`src/rtl/hilo_muldiv_ctrl.sv`:
```
// HI/LO write-port sequencer: MTHI/MTLO, fixed-latency multiply and 32-step restoring divide.
// Define HILO_MADD_EN to add MADD/MADDU/MSUB/MSUBU (accumulate into the current HI/LO value).
module hilo_muldiv_ctrl #(
  parameter int unsigned MUL_LAT = 2
) (
  input  logic        clk,
  input  logic        rst,
  input  logic        start,
  input  logic [3:0]  op,
  input  logic [31:0] src_a,
  input  logic [31:0] src_b,
  input  logic [63:0] hilo_cur,
  input  logic        flush,
  output logic        stall_o,
  output logic        hilo_wen,
  output logic [63:0] hilo_wdata
);

  localparam logic [3:0] OpMult  = 4'd1;
  localparam logic [3:0] OpMultu = 4'd2;
  localparam logic [3:0] OpDiv   = 4'd3;
  localparam logic [3:0] OpDivu  = 4'd4;
  localparam logic [3:0] OpMthi  = 4'd5;
  localparam logic [3:0] OpMtlo  = 4'd6;
`ifdef HILO_MADD_EN
  localparam logic [3:0] OpMadd  = 4'd7;
  localparam logic [3:0] OpMaddu = 4'd8;
  localparam logic [3:0] OpMsub  = 4'd9;
  localparam logic [3:0] OpMsubu = 4'd10;
`endif

  localparam logic [4:0] MulLast = 5'(MUL_LAT - 1);
  localparam logic [4:0] DivLast = 5'd31;

  typedef enum logic [1:0] {StIdle, StMul, StDiv, StDone} state_e;

  state_e      state_q;
  logic [4:0]  cnt_q;
  logic [3:0]  op_q;
  logic [31:0] opa_q;
  logic [31:0] opb_q;
  logic [31:0] rem_q;
  logic [31:0] quo_q;
  logic [63:0] prod_q;

  logic        is_mul;
  logic        is_div;
  logic [31:0] a_in_mag;
  logic        sgn_q;

  // Incoming-op decode and signedness of the latched op.
  always_comb begin
    is_mul = (op == OpMult) || (op == OpMultu);
    sgn_q  = (op_q == OpMult) || (op_q == OpDiv);
`ifdef HILO_MADD_EN
    is_mul = is_mul || (op == OpMadd) || (op == OpMaddu) || (op == OpMsub) || (op == OpMsubu);
    sgn_q  = sgn_q || (op_q == OpMadd) || (op_q == OpMsub);
`endif
    is_div   = (op == OpDiv) || (op == OpDivu);
    a_in_mag = ((op == OpDiv) && src_a[31]) ? (32'd0 - src_a) : src_a;
  end

  // Sign-extending to 64 bits makes one unsigned multiplier serve both signednesses.
  logic [63:0] ext_a;
  logic [63:0] ext_b;
  logic [63:0] product;

  always_comb begin
    ext_a   = {{32{sgn_q & opa_q[31]}}, opa_q};
    ext_b   = {{32{sgn_q & opb_q[31]}}, opb_q};
    product = ext_a * ext_b;
  end

  logic [31:0] dvs;
  logic [32:0] rem_sh;
  logic        rem_ge;
  logic [31:0] rem_nxt;
  logic [31:0] quo_nxt;
  logic [31:0] q_fix;
  logic [31:0] r_fix;

  // One restoring-division step; a zero divisor naturally yields all-ones / dividend.
  always_comb begin
    dvs     = (sgn_q && opb_q[31]) ? (32'd0 - opb_q) : opb_q;
    rem_sh  = {rem_q, quo_q[31]};
    rem_ge  = rem_sh >= {1'b0, dvs};
    rem_nxt = rem_ge ? (rem_sh[31:0] - dvs) : rem_sh[31:0];
    quo_nxt = {quo_q[30:0], rem_ge};
    q_fix   = (sgn_q && (opa_q[31] ^ opb_q[31])) ? (32'd0 - quo_q) : quo_q;
    r_fix   = (sgn_q && opa_q[31]) ? (32'd0 - rem_q) : rem_q;
  end

  logic [63:0] done_data;

  always_comb begin
    done_data = prod_q;
    case (op_q)
      OpDiv, OpDivu:   done_data = {r_fix, q_fix};
`ifdef HILO_MADD_EN
      OpMadd, OpMaddu: done_data = hilo_cur + prod_q;
      OpMsub, OpMsubu: done_data = hilo_cur - prod_q;
`endif
      default:         done_data = prod_q;
    endcase
  end

  always_ff @(posedge clk) begin
    if (rst) begin
      state_q <= StIdle;
      cnt_q   <= '0;
      op_q    <= '0;
      opa_q   <= '0;
      opb_q   <= '0;
      rem_q   <= '0;
      quo_q   <= '0;
      prod_q  <= '0;
    end else if (flush) begin
      state_q <= StIdle;
      cnt_q   <= '0;
    end else begin
      unique case (state_q)
        StIdle: begin
          if (start && is_mul) begin
            op_q    <= op;
            opa_q   <= src_a;
            opb_q   <= src_b;
            cnt_q   <= '0;
            state_q <= StMul;
          end else if (start && is_div) begin
            op_q    <= op;
            opa_q   <= src_a;
            opb_q   <= src_b;
            quo_q   <= a_in_mag;
            rem_q   <= '0;
            cnt_q   <= '0;
            state_q <= StDiv;
          end
        end
        StMul: begin
          prod_q <= product;
          cnt_q  <= cnt_q + 5'd1;
          if (cnt_q == MulLast) state_q <= StDone;
        end
        StDiv: begin
          rem_q <= rem_nxt;
          quo_q <= quo_nxt;
          cnt_q <= cnt_q + 5'd1;
          if (cnt_q == DivLast) state_q <= StDone;
        end
        StDone: begin
          state_q <= StIdle;
        end
        default: state_q <= StIdle;
      endcase
    end
  end

  // Write port and stall are combinational so MTHI/MTLO commit in their own cycle.
  always_comb begin
    hilo_wen   = 1'b0;
    hilo_wdata = '0;
    case (state_q)
      StIdle: begin
        if (start && (op == OpMthi)) begin
          hilo_wen   = 1'b1;
          hilo_wdata = {src_a, hilo_cur[31:0]};
        end else if (start && (op == OpMtlo)) begin
          hilo_wen   = 1'b1;
          hilo_wdata = {hilo_cur[63:32], src_a};
        end
      end
      StDone: begin
        hilo_wen   = 1'b1;
        hilo_wdata = done_data;
      end
      default: ;
    endcase
    if (flush) hilo_wen = 1'b0;
    stall_o = !flush && (((state_q == StIdle) && start && (is_mul || is_div)) ||
                         (state_q == StMul) || (state_q == StDiv));
  end

endmodule

```
`config.mk`:
```
export PLATFORM = sky130hd
export DESIGN_NAME = hilo_muldiv_ctrl
export DESIGN_NICKNAME = d
export VERILOG_FILES = /design/src/rtl/hilo_muldiv_ctrl.sv
export SDC_FILE = /design/constraint.sdc
export NUM_CORES = 2
export LEC_CHECK = 0
export BUFFER_PORTS_ARGS = -buffer_cell sky130_fd_sc_hd__buf_4
export CAP_MARGIN = 10
export CORE_UTILIZATION = 65
export CTS_CLUSTER_SIZE = 20
export DETAILED_ROUTE_END_ITERATION = 16
export PLACE_DENSITY = 0.83
export RECOVER_POWER = 25
export SLEW_MARGIN = 20
export SYNTH_ARGS = -nofsm -noshare
export SYNTH_HDL_FRONTEND = slang
export SYNTH_SLANG_ARGS = --single-unit
```
`constraint.sdc`:
```
create_clock -name clk -period 18.9 [get_ports clk]
set_clock_uncertainty 0.1 [all_clocks]
set_input_delay 0 -clock clk [delete_from_list [all_inputs] [get_ports clk]]
set_output_delay 0 -clock clk [all_outputs]
set_load 0.01 [all_outputs]
```
==> flow_summary_export.csv <==
group,metric,value,unit
grt,grt_pass1_vias,46700,
timing,fin_crit,9.69,ns
clock_tree,cts_made_buffers,22,
finish,n_fill_cell,6160,
grt,grt-ovfl-total,0,
worst_setup_path,crit_path_max_fanout,22,
timing,slew_viol_final,264,
logic_synthesis,synthCells,6289,
route,wl_per_cell,20.8,microns
route,vias_per_cell,6.01,
finish,seq_area,4070,sq um
finish,mostFrequentLayoutCell,"nand2_1",
timing,hold_viol,0,
timing,maxSlewHeadroom,-1.43,
timing,max_freq,103,MHz
placed_design,io_buffers,201,
power_and_ir_drop,peakVddDrop,0.0661,mV
finish,final_nets,7804,
run,cap_violations,5,
grt,use_met1,0.479,
grt,track_usage,0.385,
die,coreArea,79100,sq um
clock_tree,hold_buffers,94,
power_and_ir_drop,p_leak,24.7,nW
placed_design,dp_hpwl,118,mm
finish,area_growth,7.05,%
die,die_height,285,microns
timing,rsz0062_at_grt,"false",
logic_synthesis,ys_types,86,
die,die_w,285,microns
placed_design,routabilityCongestion,1.01,
finish,final_cell_mix,"nand2_1, inv_1, fa_1",
die,io_pins,202,
hold_path,hp-class,"in2reg",
route,routed_wl,153,mm
logic_synthesis,ys_seq_area_frac,0.0779,
timing,setup_violations,0,
clock_tree,postCtsSetupBuffers,0,
clock_tree,cts_tree,"built",
clock_tree,clockBufferDepth,3,
clock_tree,htreeDepth,1,
worst_setup_path,cp.arrival,10.01,ns
route,vias,44200,
logic_synthesis,synth.avg_cell_area,8.29,sq um
timing,worstMarginPinSlew,3.65,ns
grt,grt_use_met2,0.647,
worst_setup_path,startpoint_type,"flip-flop",
logic_synthesis,ys_seq_elements,203,
logic_synthesis,synth_nets,7807,
route,dr.pass1.iters,7,
logic_synthesis,synth-warning-count,0,
placed_design,placed_area,54100,sq um
grt,top_usage_layer,"met2",
clock_tree,clock-root-buffer,"clkbuf_16",
finish,drive_gt1_frac,0.0589,
worst_setup_path,critPathSlowestCell,"fa_1",
route,drc,0,
clock_tree,clkSinkCount,203,
finish,final_area,55800,sq um
grt,grt_pass1_wl,247,mm
timing,tns,0,ns
die,die_area,81400,sq um
die,start_util,0.659,
worst_setup_path,critPathRequiredTime,19.23,ns
route,dr.first_iter.drc_count,3576,
status,status,"complete, but fails checks",
die,num_rows,103,
logic_synthesis,async_flop_share,0,
route,ant_nets,0,
logic_synthesis,synth-edff-count,0,
logic_synthesis,synthesis.area,52200,sq um
power_and_ir_drop,p_per_area,22.3,nW/um^2
status,failed_checks,"capacitance limit, slew limit",
worst_setup_path,path_common_cell,"fa_1",
clock_tree,clk-insertion-delay-late,0.54,ns
finish,multi_input_area,42200,sq um
worst_setup_path,max_stage_delay,0.96,ns
grt,gr-usage-met3,0.0552,
clock_tree,cts.repair.resized,0,
worst_setup_path,critical_path_class,"reg2reg",
grt,antenna_found_initial,4,
grt,grt_max_degree,87,
timing,min_period_over_period,0.512,
logic_synthesis,ys.flop_type,"dfxtp_1",
worst_setup_path,endpoint_kind,"flip-flop",
clock_tree,clkTransAtPathRegs,0.07,ns
==> Yosys cell counts, drive strengths merged (7+ instances only) <==
| master | n | area [sq um] |
|---|---|---|
| fa | 1126 | 22500 |
| and2 | 368 | 2300 |
| nor4 | 18 | 146 |
| a22o | 41 | 359 |
| o21ai | 175 | 876 |
| mux2i | 7 | 70.1 |
| xor2 | 89 | 780 |
| clkbuf | 374 | 1410 |
| nand3 | 41 | 210 |
| xnor2 | 120 | 1050 |
| a211oi | 25 | 198 |
| a21oi | 380 | 1900 |
| o211ai | 13 | 97.6 |
| a32oi | 7 | 61.3 |
| nand4 | 17 | 106 |
| and3 | 33 | 206 |
| nand2b | 21 | 131 |
| o21a | 14 | 105 |
| nor2 | 238 | 896 |
| or4 | 14 | 116 |
| ha | 256 | 3200 |
| o41ai | 11 | 119 |
| dfxtp | 203 | 4060 |
| or2 | 7 | 43.8 |
| o21bai | 16 | 120 |
| inv | 1152 | 4320 |
| nor3 | 38 | 206 |
| o31ai | 22 | 175 |
| a21o | 57 | 428 |
| nand2 | 1224 | 4600 |
| a31oi | 16 | 100 |
| nor2b | 20 | 125 |
| a22oi | 24 | 180 |
| buf | 35 | 165 |
| or3 | 13 | 81.3 |
==> power by group <==
part           switching [W]  internal, W  total, W
logic               0.000208     0.000109  0.000317
clock network       0.000199     0.000283  0.000483
registers         0.00000969     0.000433  0.000443
total               0.000417     0.000826   0.00124
==> cell families (layout without fill, tap and decap cells) <==
kind of cell               after synthesis  in the layout  share of synthesized area
AOI/OAI and AO/OA                      851            851                     0.0990
DFF                                    203            203                     0.0779
muxes                                    7              7                    0.00134
and+or+nand+nor                       2075           2075                      0.180
xor gates and xnor gates               209            209                     0.0351
other                                    0              3                          0
buffers and inverters                 1562           1575                      0.113
adders and majority gates             1382           1382                      0.494
==> worst max-delay path, delay by kind of cell (launching register included) <==
family / cells / cell delay [ns]
buffers and inverters: 9 / 1.49
AO/OA/AOI/OAI: 5 / 1.18
flip-flops: 1 / 0.37
adder cells (fa/ha/maj): 9 / 4.88
AND/OR/NAND/NOR: 6 / 1.54
==> stage by stage <==
stage	power, W	std cells	setup slack (ns)	util	hold WS [ns]
detailed placement	0.000743	7218	9.33	0.684	0.156
floorplan	0.000639	6289	10.13	-	0.0360
global placement	0.000738	7218	9.56	0.684	0.147
global route	0.00128	7355	8.78	0.706	0.135
CTS	0.00123	7352	9.32	0.706	0.0636
finish	0.00124	7355	9.21	0.706	0.0945
==> layer usage <==
metal	share of wire	vias to the layer above
met3	0.085	662
met5	0	-
met2	0.49	2413
met4	0.067	0
met1	0.36	22100
li1	-	19000
==> registers in the layout, indices dropped and copies added (netlist names) <==
| name | cells |
|---|---|
| opb_q | 32 |
| prod_q | 64 |
| state_q | 2 |
| cnt_q | 5 |
| op_q | 4 |
| quo_q | 32 |
| opa_q | 32 |
| rem_q | 32 |
==> final timing paths <==
kind | start | endpoint | slack [ns] | cells past startpoint
worst max register to register | op_q[3] | prod_q[63] | 9.21 | 29
worst min-delay path | start | state_q[1] | 0.09 | 5
worst min register to register | opa_q[10] | opa_q[10] | 0.36 | 2
worst max-delay path | op_q[3] | prod_q[63] | 9.21 | 29
==> area by class of cell <==
type                       count  share of cell area
antenna                        3            0.000134
clock buffer                  28              0.0108
sequential                   203              0.0729
inverter                    1153              0.0775
clock inverter                12             0.00325
timing repair buffer         382              0.0552
tap                         1050              0.0235
multi-input combinational   4524               0.757
(Power assumes the default switching activity.)
